**src/rtl/cavity_drive_seq_pkg.sv**
```systemverilog
// Shared definitions for the cavity drive sequencer: default widths, the
// saturation-limit helper, FSM state encodings and the registered status word.
package cavity_drive_seq_pkg;

  localparam int unsigned DW_DEF = 16;
  localparam int unsigned CW_DEF = 20;
  localparam int unsigned SW_DEF = 12;

  // Largest positive signed value of width w (32767 for w=16).
  function automatic int sat_limit(input int unsigned w);
    return (1 << (w - 1)) - 1;
  endfunction

  // TRIP lives above the 2-bit externally visible codes.
  typedef enum logic [2:0] {
    S_IDLE  = 3'd0,
    S_RAMP  = 3'd1,
    S_FLAT  = 3'd2,
    S_DECAY = 3'd3,
    S_TRIP  = 3'd4
  } state_t;

  typedef struct packed {
    logic       busy;
    logic       tripped;
    logic [1:0] code;
  } stat_t;

  // Status outputs that accompany a given state.
  function automatic stat_t stat_of(input state_t s);
    stat_t r;
    r.busy    = (s == S_RAMP) || (s == S_FLAT) || (s == S_DECAY);
    r.tripped = (s == S_TRIP);
    r.code    = (s == S_TRIP) ? 2'd0 : 2'(s);
    return r;
  endfunction

endpackage

```
**src/rtl/cavity_drive_seq_sat_abs.sv**
```systemverilog
// sat_abs: saturating absolute value of a signed sample.
// Ports: i_x (signed, dw bits) -> o_abs_c (unsigned, dw-1 bits, combinational).
// The most negative input saturates to the largest positive value.
module sat_abs
  import cavity_drive_seq_pkg::*;
#(
  parameter int unsigned dw = DW_DEF
) (
  input  logic signed [dw-1:0] i_x,
  output logic        [dw-2:0] o_abs_c
);

  localparam int LIM = sat_limit(dw);

  logic signed [dw-1:0] w_neg;

  assign w_neg = -i_x;

  always_comb begin
    o_abs_c = i_x[dw-2:0];
    if (i_x[dw-1]) begin
      // Only the most negative value stays negative after negation.
      if (w_neg[dw-1]) o_abs_c = (dw-1)'(LIM);
      else             o_abs_c = w_neg[dw-2:0];
    end
  end

endmodule

```
**src/rtl/cavity_drive_seq.sv**
```systemverilog
// cavity_drive_seq: trigger-started pulse sequencer for the cavity drive.
// Ramps to a latched amplitude, holds a flat-top, ramps back to zero, and
// hard-trips the drive to zero when |cav| exceeds trip_level.
// Ports: clk, rst (sync, active-high); trig, abort, trip_clear controls;
// amp/step/flat_len pulse settings; trip_level threshold; cav response;
// drive (registered signed), busy, tripped, state (2-bit code).
module cavity_drive_seq
  import cavity_drive_seq_pkg::*;
#(
  parameter int unsigned dw = DW_DEF,
  parameter int unsigned cw = CW_DEF,
  parameter int unsigned sw = SW_DEF
) (
  input  logic                 clk,
  input  logic                 rst,
  input  logic                 trig,
  input  logic                 abort,
  input  logic signed [dw-1:0] amp,
  input  logic        [sw-1:0] step,
  input  logic        [cw-1:0] flat_len,
  input  logic        [dw-2:0] trip_level,
  input  logic                 trip_clear,
  input  logic signed [dw-1:0] cav,
  output logic signed [dw-1:0] drive,
  output logic                 busy,
  output logic                 tripped,
  output logic        [1:0]    state
);

  localparam int                   LIM     = sat_limit(dw);
  localparam logic signed [dw-1:0] LIM_P   = dw'(LIM);
  localparam logic signed [dw-1:0] LIM_N   = -LIM_P;
  localparam logic signed [dw-1:0] MIN_V   = {1'b1, {(dw-1){1'b0}}};
  localparam logic signed [dw:0]   LIM17_P = {LIM_P[dw-1], LIM_P};
  localparam logic signed [dw:0]   LIM17_N = -LIM17_P;

  state_t               r_state;
  stat_t                r_stat;
  logic signed [dw-1:0] r_drive;
  logic signed [dw-1:0] r_amp;
  logic        [sw-1:0] r_step;
  logic        [cw-1:0] r_flat;
  logic        [cw-1:0] r_cnt;
  logic                 r_trip_hit;

  logic signed [dw-1:0] w_amp_in;
  logic signed [dw-1:0] w_first;
  logic signed [dw-1:0] w_ramp;
  logic signed [dw-1:0] w_decay;
  logic        [dw-2:0] w_cav_abs;

  // One step from cur toward tgt with a one-bit-wider intermediate,
  // saturated to the symmetric range and clamped so tgt is never passed.
  function automatic logic signed [dw-1:0] toward(
    input logic signed [dw-1:0] cur,
    input logic signed [dw-1:0] tgt,
    input logic        [sw-1:0] stp
  );
    logic signed [dw:0]   c_x;
    logic signed [dw:0]   t_x;
    logic signed [dw:0]   s_x;
    logic signed [dw:0]   sum;
    logic signed [dw-1:0] res;
    c_x = {cur[dw-1], cur};
    t_x = {tgt[dw-1], tgt};
    s_x = {{(dw+1-sw){1'b0}}, stp};
    res = tgt;
    if (stp != '0) begin
      if (t_x > c_x) begin
        sum = c_x + s_x;
        if (sum > LIM17_P) sum = LIM17_P;
        if (sum < t_x) res = sum[dw-1:0];
      end else begin
        sum = c_x - s_x;
        if (sum < LIM17_N) sum = LIM17_N;
        if (sum > t_x) res = sum[dw-1:0];
      end
    end
    return res;
  endfunction

  sat_abs #(.dw(dw)) u_cav_abs (
    .i_x     (cav),
    .o_abs_c (w_cav_abs)
  );

  // Keep the amplitude range symmetric so |drive| never exceeds LIM.
  assign w_amp_in = (amp == MIN_V) ? LIM_N : amp;
  assign w_first  = toward('0, w_amp_in, step);
  assign w_ramp   = toward(r_drive, r_amp, r_step);
  assign w_decay  = toward(r_drive, '0, r_step);

  assign drive   = r_drive;
  assign busy    = r_stat.busy;
  assign tripped = r_stat.tripped;
  assign state   = r_stat.code;

  // Sequencer: drive and status are updated together so they always align.
  always_ff @(posedge clk) begin
    if (rst) begin
      r_state    <= S_IDLE;
      r_stat     <= stat_of(S_IDLE);
      r_drive    <= '0;
      r_amp      <= '0;
      r_step     <= '0;
      r_flat     <= '0;
      r_cnt      <= '0;
      r_trip_hit <= 1'b0;
    end else begin
      r_trip_hit <= (w_cav_abs > trip_level);
      if (r_trip_hit && (r_state != S_TRIP)) begin
        r_state <= S_TRIP;
        r_stat  <= stat_of(S_TRIP);
        r_drive <= '0;
      end else begin
        case (r_state)
          S_IDLE: begin
            r_drive <= '0;
            if (trig) begin
              r_amp   <= w_amp_in;
              r_step  <= step;
              r_flat  <= flat_len;
              r_cnt   <= '0;
              r_drive <= w_first;
              r_state <= S_RAMP;
              r_stat  <= stat_of(S_RAMP);
            end
          end
          S_RAMP: begin
            if (abort || ((r_drive == r_amp) && (r_flat == '0))) begin
              r_drive <= w_decay;
              r_state <= S_DECAY;
              r_stat  <= stat_of(S_DECAY);
            end else if (r_drive == r_amp) begin
              r_cnt   <= cw'(1);
              r_state <= S_FLAT;
              r_stat  <= stat_of(S_FLAT);
            end else begin
              r_drive <= w_ramp;
            end
          end
          S_FLAT: begin
            if (abort || (r_cnt == r_flat)) begin
              r_drive <= w_decay;
              r_state <= S_DECAY;
              r_stat  <= stat_of(S_DECAY);
            end else begin
              r_cnt <= r_cnt + cw'(1);
            end
          end
          S_DECAY: begin
            if (r_drive == '0) begin
              r_state <= S_IDLE;
              r_stat  <= stat_of(S_IDLE);
            end else begin
              r_drive <= w_decay;
            end
          end
          S_TRIP: begin
            r_drive <= '0;
            if (trip_clear && !r_trip_hit) begin
              r_state <= S_IDLE;
              r_stat  <= stat_of(S_IDLE);
            end
          end
          default: begin
            r_drive <= '0;
            r_state <= S_IDLE;
            r_stat  <= stat_of(S_IDLE);
          end
        endcase
      end
    end
  end

endmodule

```
**config.mk**
```make
export PLATFORM = sky130hd
export DESIGN_NAME = cavity_drive_seq
export DESIGN_NICKNAME = d
export VERILOG_FILES = /design/src/rtl/cavity_drive_seq_pkg.sv /design/src/rtl/cavity_drive_seq_sat_abs.sv /design/src/rtl/cavity_drive_seq.sv
export SDC_FILE = /design/constraint.sdc
export NUM_CORES = 1
export LEC_CHECK = 0
export CAP_MARGIN = 20
export CORE_MARGIN = 2
export CORE_UTILIZATION = 59
export CTS_CLUSTER_SIZE = 24
export DETAILED_ROUTE_END_ITERATION = 6
export PLACE_DENSITY_LB_ADDON = 0.12
export SLEW_MARGIN = 20
export SYNTH_ARGS = -nofsm -noshare
export SYNTH_HDL_FRONTEND = slang
export SYNTH_SLANG_ARGS = --single-unit
```
**constraint.sdc**
```tcl
create_clock -name clk -period 8.4 [get_ports clk]
set_input_delay 2.52 -clock clk [delete_from_list [all_inputs] [get_ports clk]]
set_output_delay 2.52 -clock clk [all_outputs]
set_load 0.1 [all_outputs]
```
# Word level (Yosys, flattened, before mapping)
# Cells that the tools add are included.
[totals]
input_bits = 84
regBits = 92
[op_classes]
reduce_logical = 18
eq_ne = 23
order_cmp = 14
n_addsub = 5
bitwise = 1
mux = 58
[ops]
columns = ["operator", "count"]
rows = [
  ["16-bit 2-to-1 mux", 18],
  ["17-bit 2-to-1 mux", 15],
  ["20-bit 2-to-1 mux", 4],
  ["16-bit case mux with 4 select lines", 1],
  ["20-bit case mux with 3 select lines", 1],
  ["15-bit 2-to-1 mux", 3],
  ["17-bit by 16-bit greater-than comparator with 1-bit output", 2],
  ["17-bit by 16-bit < comparator with 1-bit output", 2],
  ["3-bit 2-to-1 mux", 8],
  ["4-bit 2-to-1 mux", 6],
  ["12-bit nonzero test", 2],
  ["3-bit != test (second input constant)", 7],
  ["20-bit by 1-bit adder with 20-bit output (second input constant)", 1],
  ["20-bit == test", 1],
  ["20-bit logical NOT", 1],
  ["4-bit case mux with 5 select lines", 1],
  ["16-bit by 13-bit adder with 17-bit output", 1],
  ["17-bit by 1-bit greater-than comparator with 1-bit output (second input constant)", 1],
  ["17-bit by 16-bit greater-than comparator with 1-bit output (second input constant)", 1],
  ["17-bit by 1-bit < comparator with 1-bit output (second input constant)", 1],
  ["17-bit by 16-bit < comparator with 1-bit output (second input constant)", 1],
  ["16-bit by 13-bit subtractor with 17-bit output", 1],
  ["16-bit == test", 1],
  ["16-bit == test (second input constant)", 1],
  ["other kinds (25)", 38],
]

# Logic depth before layout (Yosys ltp)
[depth]
word_depth = 12
depth_mapped = 27
mapped_depth_nobuf = 25

# By module
# From an unflattened synthesis, not the netlist that was laid out.
[hier_totals]
cells_unflattened = 1387
area_unflattened_um2 = 9943.3
[by_module_without_submodules]
columns = ["module", "area_each_um2", "cells_each", "seq_area_each_um2", "instances"]
rows = [
  ["cavity_drive_seq", 9502.9, 1317, 1781.7, 1],
  ["sat_abs", 440.4, 70, 0.0, 1],
]

# Worst setup path before layout
# No wires, ideal clock.
[synth_timing]
path_type = "register to register"
startpoint = "reg r_drive[1], in the netlist drive[1]"
endpoint = "reg r_drive[14], in the netlist drive[14]"
required_time_ns = 8.276
stages_incl_launch_ff = 27
slack_ns = 1.446
arrival_time_ns = 6.830
period_less_slack_ns = 6.954
path_buffers = 2
path_cell_list = "dfxtp_1 -> inv_1 -> fa_1 -> or2_1 -> a21oi_1 -> xor2_1 -> or4_1 -> a2111o_1 -> or4_1 -> o21ai_0 -> ha_1 -> clkbuf_1 -> inv_1 -> o32a_1 -> nand2_2 -> or2_1 -> ha_1 -> nand4_1 -> nor2_1 -> o2111ai_1 -> o21ai_1 -> mux2i_1 -> o21ai_0 -> clkbuf_1 -> a32o_1 -> a22oi_1 -> o21ai_1"
[synth_between]
elab_chain_cells = 12
elab_cells_between_ends = 40
cone_classes = "add/sub (2); order compare (8); eq/ne (3); mux (23); reduce/logical (4)"
[synth_lines]
columns = ["item", "line_no", "text"]
rows = [
  ["start, declared", "cavity_drive_seq.sv:39", "logic signed [dw-1:0] r_drive;"],
  ["start signal, assigned", "cavity_drive_seq.sv:124", "r_drive <= w_first;"],
  ["start signal, assigned", "cavity_drive_seq.sv:131", "r_drive <= w_decay;"],
  ["start signal, assigned", "cavity_drive_seq.sv:139", "r_drive <= w_ramp;"],
  ["16-bit by 13-bit subtractor with 17-bit output or 16-bit by 13-bit adder with 17-bit output (tied branches)", "cavity_drive_seq.sv:74, cavity_drive_seq.sv:70", ""],
  ["17-bit by 16-bit < comparator with 1-bit output or 17-bit by 16-bit greater-than comparator with 1-bit output (tied branches)", "cavity_drive_seq.sv:75, cavity_drive_seq.sv:71", ""],
  ["17-bit 2-to-1 mux, on equally long branches", "cavity_drive_seq.sv:75, cavity_drive_seq.sv:71", ""],
  ["17-bit 2-to-1 mux", "cavity_drive_seq.sv:69", "if (t_x > c_x) begin"],
  ["17-bit 2-to-1 mux", "cavity_drive_seq.sv:68", "if (stp != '0) begin"],
  ["17-bit by 16-bit greater-than comparator with 1-bit output or 17-bit by 16-bit < comparator with 1-bit output (tied branches)", "cavity_drive_seq.sv:76, cavity_drive_seq.sv:72", ""],
  ["16-bit 2-to-1 mux, on equally long branches", "cavity_drive_seq.sv:76, cavity_drive_seq.sv:72", ""],
  ["16-bit 2-to-1 mux", "cavity_drive_seq.sv:69", ""],
  ["16-bit 2-to-1 mux", "cavity_drive_seq.sv:68", ""],
  ["16-bit 2-to-1 mux", "cavity_drive_seq.sv:134", "end else if (r_drive == r_amp) begin"],
  ["16-bit 2-to-1 mux", "cavity_drive_seq.sv:130", "if (abort || ((r_drive == r_amp) && (r_flat == '0))) begin"],
  ["16-bit case mux with 4 select lines", "cavity_drive_seq.sv:116", "case (r_state)"],
]
# Parallel ways exist; a longest one is shown, timed or not. The select of a mux whose other input is x is not followed.
# A chain may end at the register's enable or synchronous reset.

# Worst setup path after layout
[layout_timing]
startpoint = "reg r_drive[6], in the netlist drive[6]"
endpoint = "reg r_drive[5], in the netlist drive[5]"
# Same word-level chain as after synthesis.

==> results_dict.tcl <==
set metrics [dict create \
    rsz0062_at_grt "no" \
    io_buffer_count 103 \
    synth.top_cell.area_share_pct 18.71 \
    path_cells "ha_1, a21oi_1, nor3b_1, inv_1, o21ai_0, a31oi_1, xnor2_1, buf_4, nor4b_1, a21oi_1, o41ai_1, ha_1, inv_1, o21a_1, ha_1, a21o_1, a211o_1, a2111oi_0, a21boi_1, o22ai_1, a31o_2, and2_0, a222oi_1, o211ai_1" \
    tritoncts "done" \
    cp_max_fo 13 \
    cts_hold_buffers 0 \
    clk_latency_ns 0.35 \
    start_util_pct 60.17 \
    ant_nets 0 \
    critPathArrivalTime_ns 7.83 \
    switchingPower_mw 1.760 \
    multiInputGateArea_um2 7158 \
    totalPowerFinal_mw 3.277 \
    power_density_nw_per_um2 298.2 \
    place.gp.congestion 1.030 \
    cts_setup_buffers 0 \
    root_buffer "clkbuf_16" \
    insertedDiodeCount 0 \
    clock-sinks 89 \
    failed_checks "design-rule violations" \
    grt_antenna_before_repair 0 \
    async_flop_share_pct 0 \
    avgViaCountPerCell 6.446 \
    grt_pass1_wl_um 50090 \
    area_growth_pct 15.38 \
    grt_pass1_vias 9378 \
    final_nets 1581 \
    path_class "reg2reg" \
    io_pins 104 \
    worstPathRequired_ns 8.61 \
    firstDrtPassIters 7 \
    syn_avg_cell_area_um2 7.298 \
    seq_power_share_pct 17.2 \
    drc 8 \
    ys.flop_type "dfxtp_1" \
    die-height_um 131.1 \
    crit_family "compound AO/OA/AOI/OAI gates" \
    die_w_um 131.1 \
    syn-cell-area_um2 9524 \
    synth-edff-count 0 \
    critPathLaunchType "flip-flop" \
    intPower_mw 1.517 \
    p_leak_nw 4.340 \
    post_synth_main_area_contributors "dfxtp_1 (19%), ha_1 (16%), nand2_1 (6.1%), a21oi_1 (5.0%), xnor2_1 (4.0%)" \
    worstMarginPinSlew_ns 1.088 \
    placed_area_um2 10710 \
    max-slew-margin-rel_pct 26.80 \
    cp.buffers_inverters 3 \
    dieArea_um2 17180 \
    dp_hpwl_um 24860 \
    clkPwrFrac_pct 11.6 \
    post-place-ws_ns 0.5573 \
    report.final.slew_viol_count 0 \
    yosysSeqAreaShare_pct 18.71 \
    final-seq-area_um2 1782 \
    setup_viol 0 \
    fillCellCount 1391 \
    cts_made_buffers 9 \
    min_path_type "reg2reg" \
    rows 46 \
    crit_path_end_kind "flip-flop" \
    grt_start_max_net_pins 55 \
    drt-total-wl_um 31710 \
    worst_clock_skew_ns 0.01129 \
    drive_above_1_share_pct 3.626 \
    h-tree-depth 3 \
    crit_path_max_incr_delay_ns 0.54 \
    fin_crit_sh_pct 90.69 \
    drtIter0Drc 1057 \
    drv_cap 0 \
    fin_area_um2 10990 \
    overflow 0 \
    clkSlewWorstSetupHoldPaths_ns 0.07 \
    cts_resized 0 \
    synth_top_cell_by_area "dfxtp_1" \
    ys_types 84 \
    slowest_stage "dfxtp_1" \
    wl_per_cell_um 19.88 \
    finalCriticalPeriod_ns 7.618 \
    vdd_drop_max_v 0.0002467 \
    outcome "complete, but fails checks" \
    switching_share_pct 53.72 \
    syn_inst 1305 \
    layout_setup_ws_ns 0.7817 \
    combPwrFrac_pct 71.2 \
    final_hold_viol_count 0 \
    clock_path_buffers 2 \
    setup_tns_ns 0 \
    fmax_ghz 0.1313 \
    gr-usage-all-layers_pct 37.51 \
    coreArea_um2 15830 \
    ys_seq_elements 89 \
    yosys_warnings 0 \
    synth_nets 1511 \
    via_count 10280 \
    cpMostUsedCell "ha_1" \
]
-- per-stage QoR --
| stage | cells | hold WS, ns | util, % |
|---|---|---|---|
| final | 1595 | 0.4603 | 69.43 |
| after global placement | 1580 | 0.4450 | 67.66 |
| after detailed placement | 1580 | 0.4512 | 67.66 |
| after CTS | 1595 | 0.4613 | 69.43 |
| after global routing | 1595 | 0.4901 | 69.43 |
| after floorplan | 1305 | 0.4616 | - |
-- path summary, 6_finish.rpt --
| path | start | slack (ns) | to | depth (start not counted) |
|---|---|---|---|---|
| worst max-delay path | drive[6] | 0.78 | drive[5] | 24 |
| worst min-delay path | busy | 0.46 | busy | 2 |
| worst max register to register | drive[6] | 0.78 | drive[5] | 24 |
| worst min register to register | busy | 0.46 | busy | 2 |
-- state kept, by name, summed over array words and instances, names as in the netlist --
register / count
r_flat: 20
r_state: 3
r_amp: 16
drive: 16
r_cnt: 20
busy: 1
r_step: 12
r_trip_hit: 1
-- power by group through the flow --
stage / combinational, mW / clock (mW) / sequential (mW)
3_5_place_dp: 2.22 / 0 / 0.569
3_3_place_gp: 2.22 / 0 / 0.568
6_report: 2.33 / 0.379 / 0.565
2_1_floorplan: 1.45 / 0 / 0.651
5_1_grt: 2.55 / 0.398 / 0.568
4_1_cts: 2.24 / 0.384 / 0.560
-- placed cells by master, fill, tap and decap left out, types with 41 or more instances in the layout --
master	instances
nand2_1	154
nor2_1	85
o21ai_0	67
dfxtp_1	89
ha_1	120
xnor2_1	43
nand3_1	41
clkdlybuf4s50_1	102
a21oi_1	96
inv_1	97
-- area by class of cell --
cell class                      count  share of cell area (%)
Clock buffer                       10                   2.175
Clock inverter                      5                  0.3757
Inverter                           98                   3.347
Multi-Input combinational cell   1060                   65.14
Sequential cell                    89                   16.21
Tap cell                          216                   2.459
Timing Repair Buffer              117                   10.29
-- worst register-to-register path: stages (launching register included) --
cell and delay (ns):
dfxtp_1 0.54, ha_1 0.45, a21oi_1 0.32, nor3b_1 0.23, inv_1 0.07, o21ai_0 0.32
a31oi_1 0.15, xnor2_1 0.16, buf_4 0.19, nor4b_1 0.48, a21oi_1 0.25, o41ai_1 0.31
ha_1 0.44, inv_1 0.41, o21a_1 0.32, ha_1 0.31, a21o_1 0.19, a211o_1 0.32
a2111oi_0 0.35, a21boi_1 0.24, o22ai_1 0.15, a31o_2 0.36, and2_0 0.34, a222oi_1 0.46
o211ai_1 0.12
-- synthesized netlist by cell type (all sizes together) (21+ instances only) --
library cell	number
dfxtp	89
ha	120
nor3	33
or3	21
o21ai	82
a21oi	96
clkbuf	47
nand3	41
nor2b	23
nand2	155
nor2	86
xnor2	43
xor2	21
nor4	22
inv	97
nand4	29
-- per-layer routing --
metal	routed length (um)	GRT usage, %	share of wire, %	vias to the layer above
met2	13570	57.67	43	523
li1	-	-	-	4903
met4	1972	21.34	6.2	0
met5	0	0	0	-
met1	13480	48.78	43	4717
met3	2685	7.995	8.5	138
-- cell families after synthesis --
kind of cell | after synthesis | synth area share, %
DFF | 89 | 18.71
muxes | 8 | 0.8671
xor gates and xnor gates | 64 | 5.885
buffers and inverters | 156 | 6.227
and+or+nand+nor | 500 | 26.30
AOI/OAI and AO/OA | 366 | 25.83
adders and majority gates | 122 | 16.18
No activity file was read; power rests on OpenSTA's default activity.
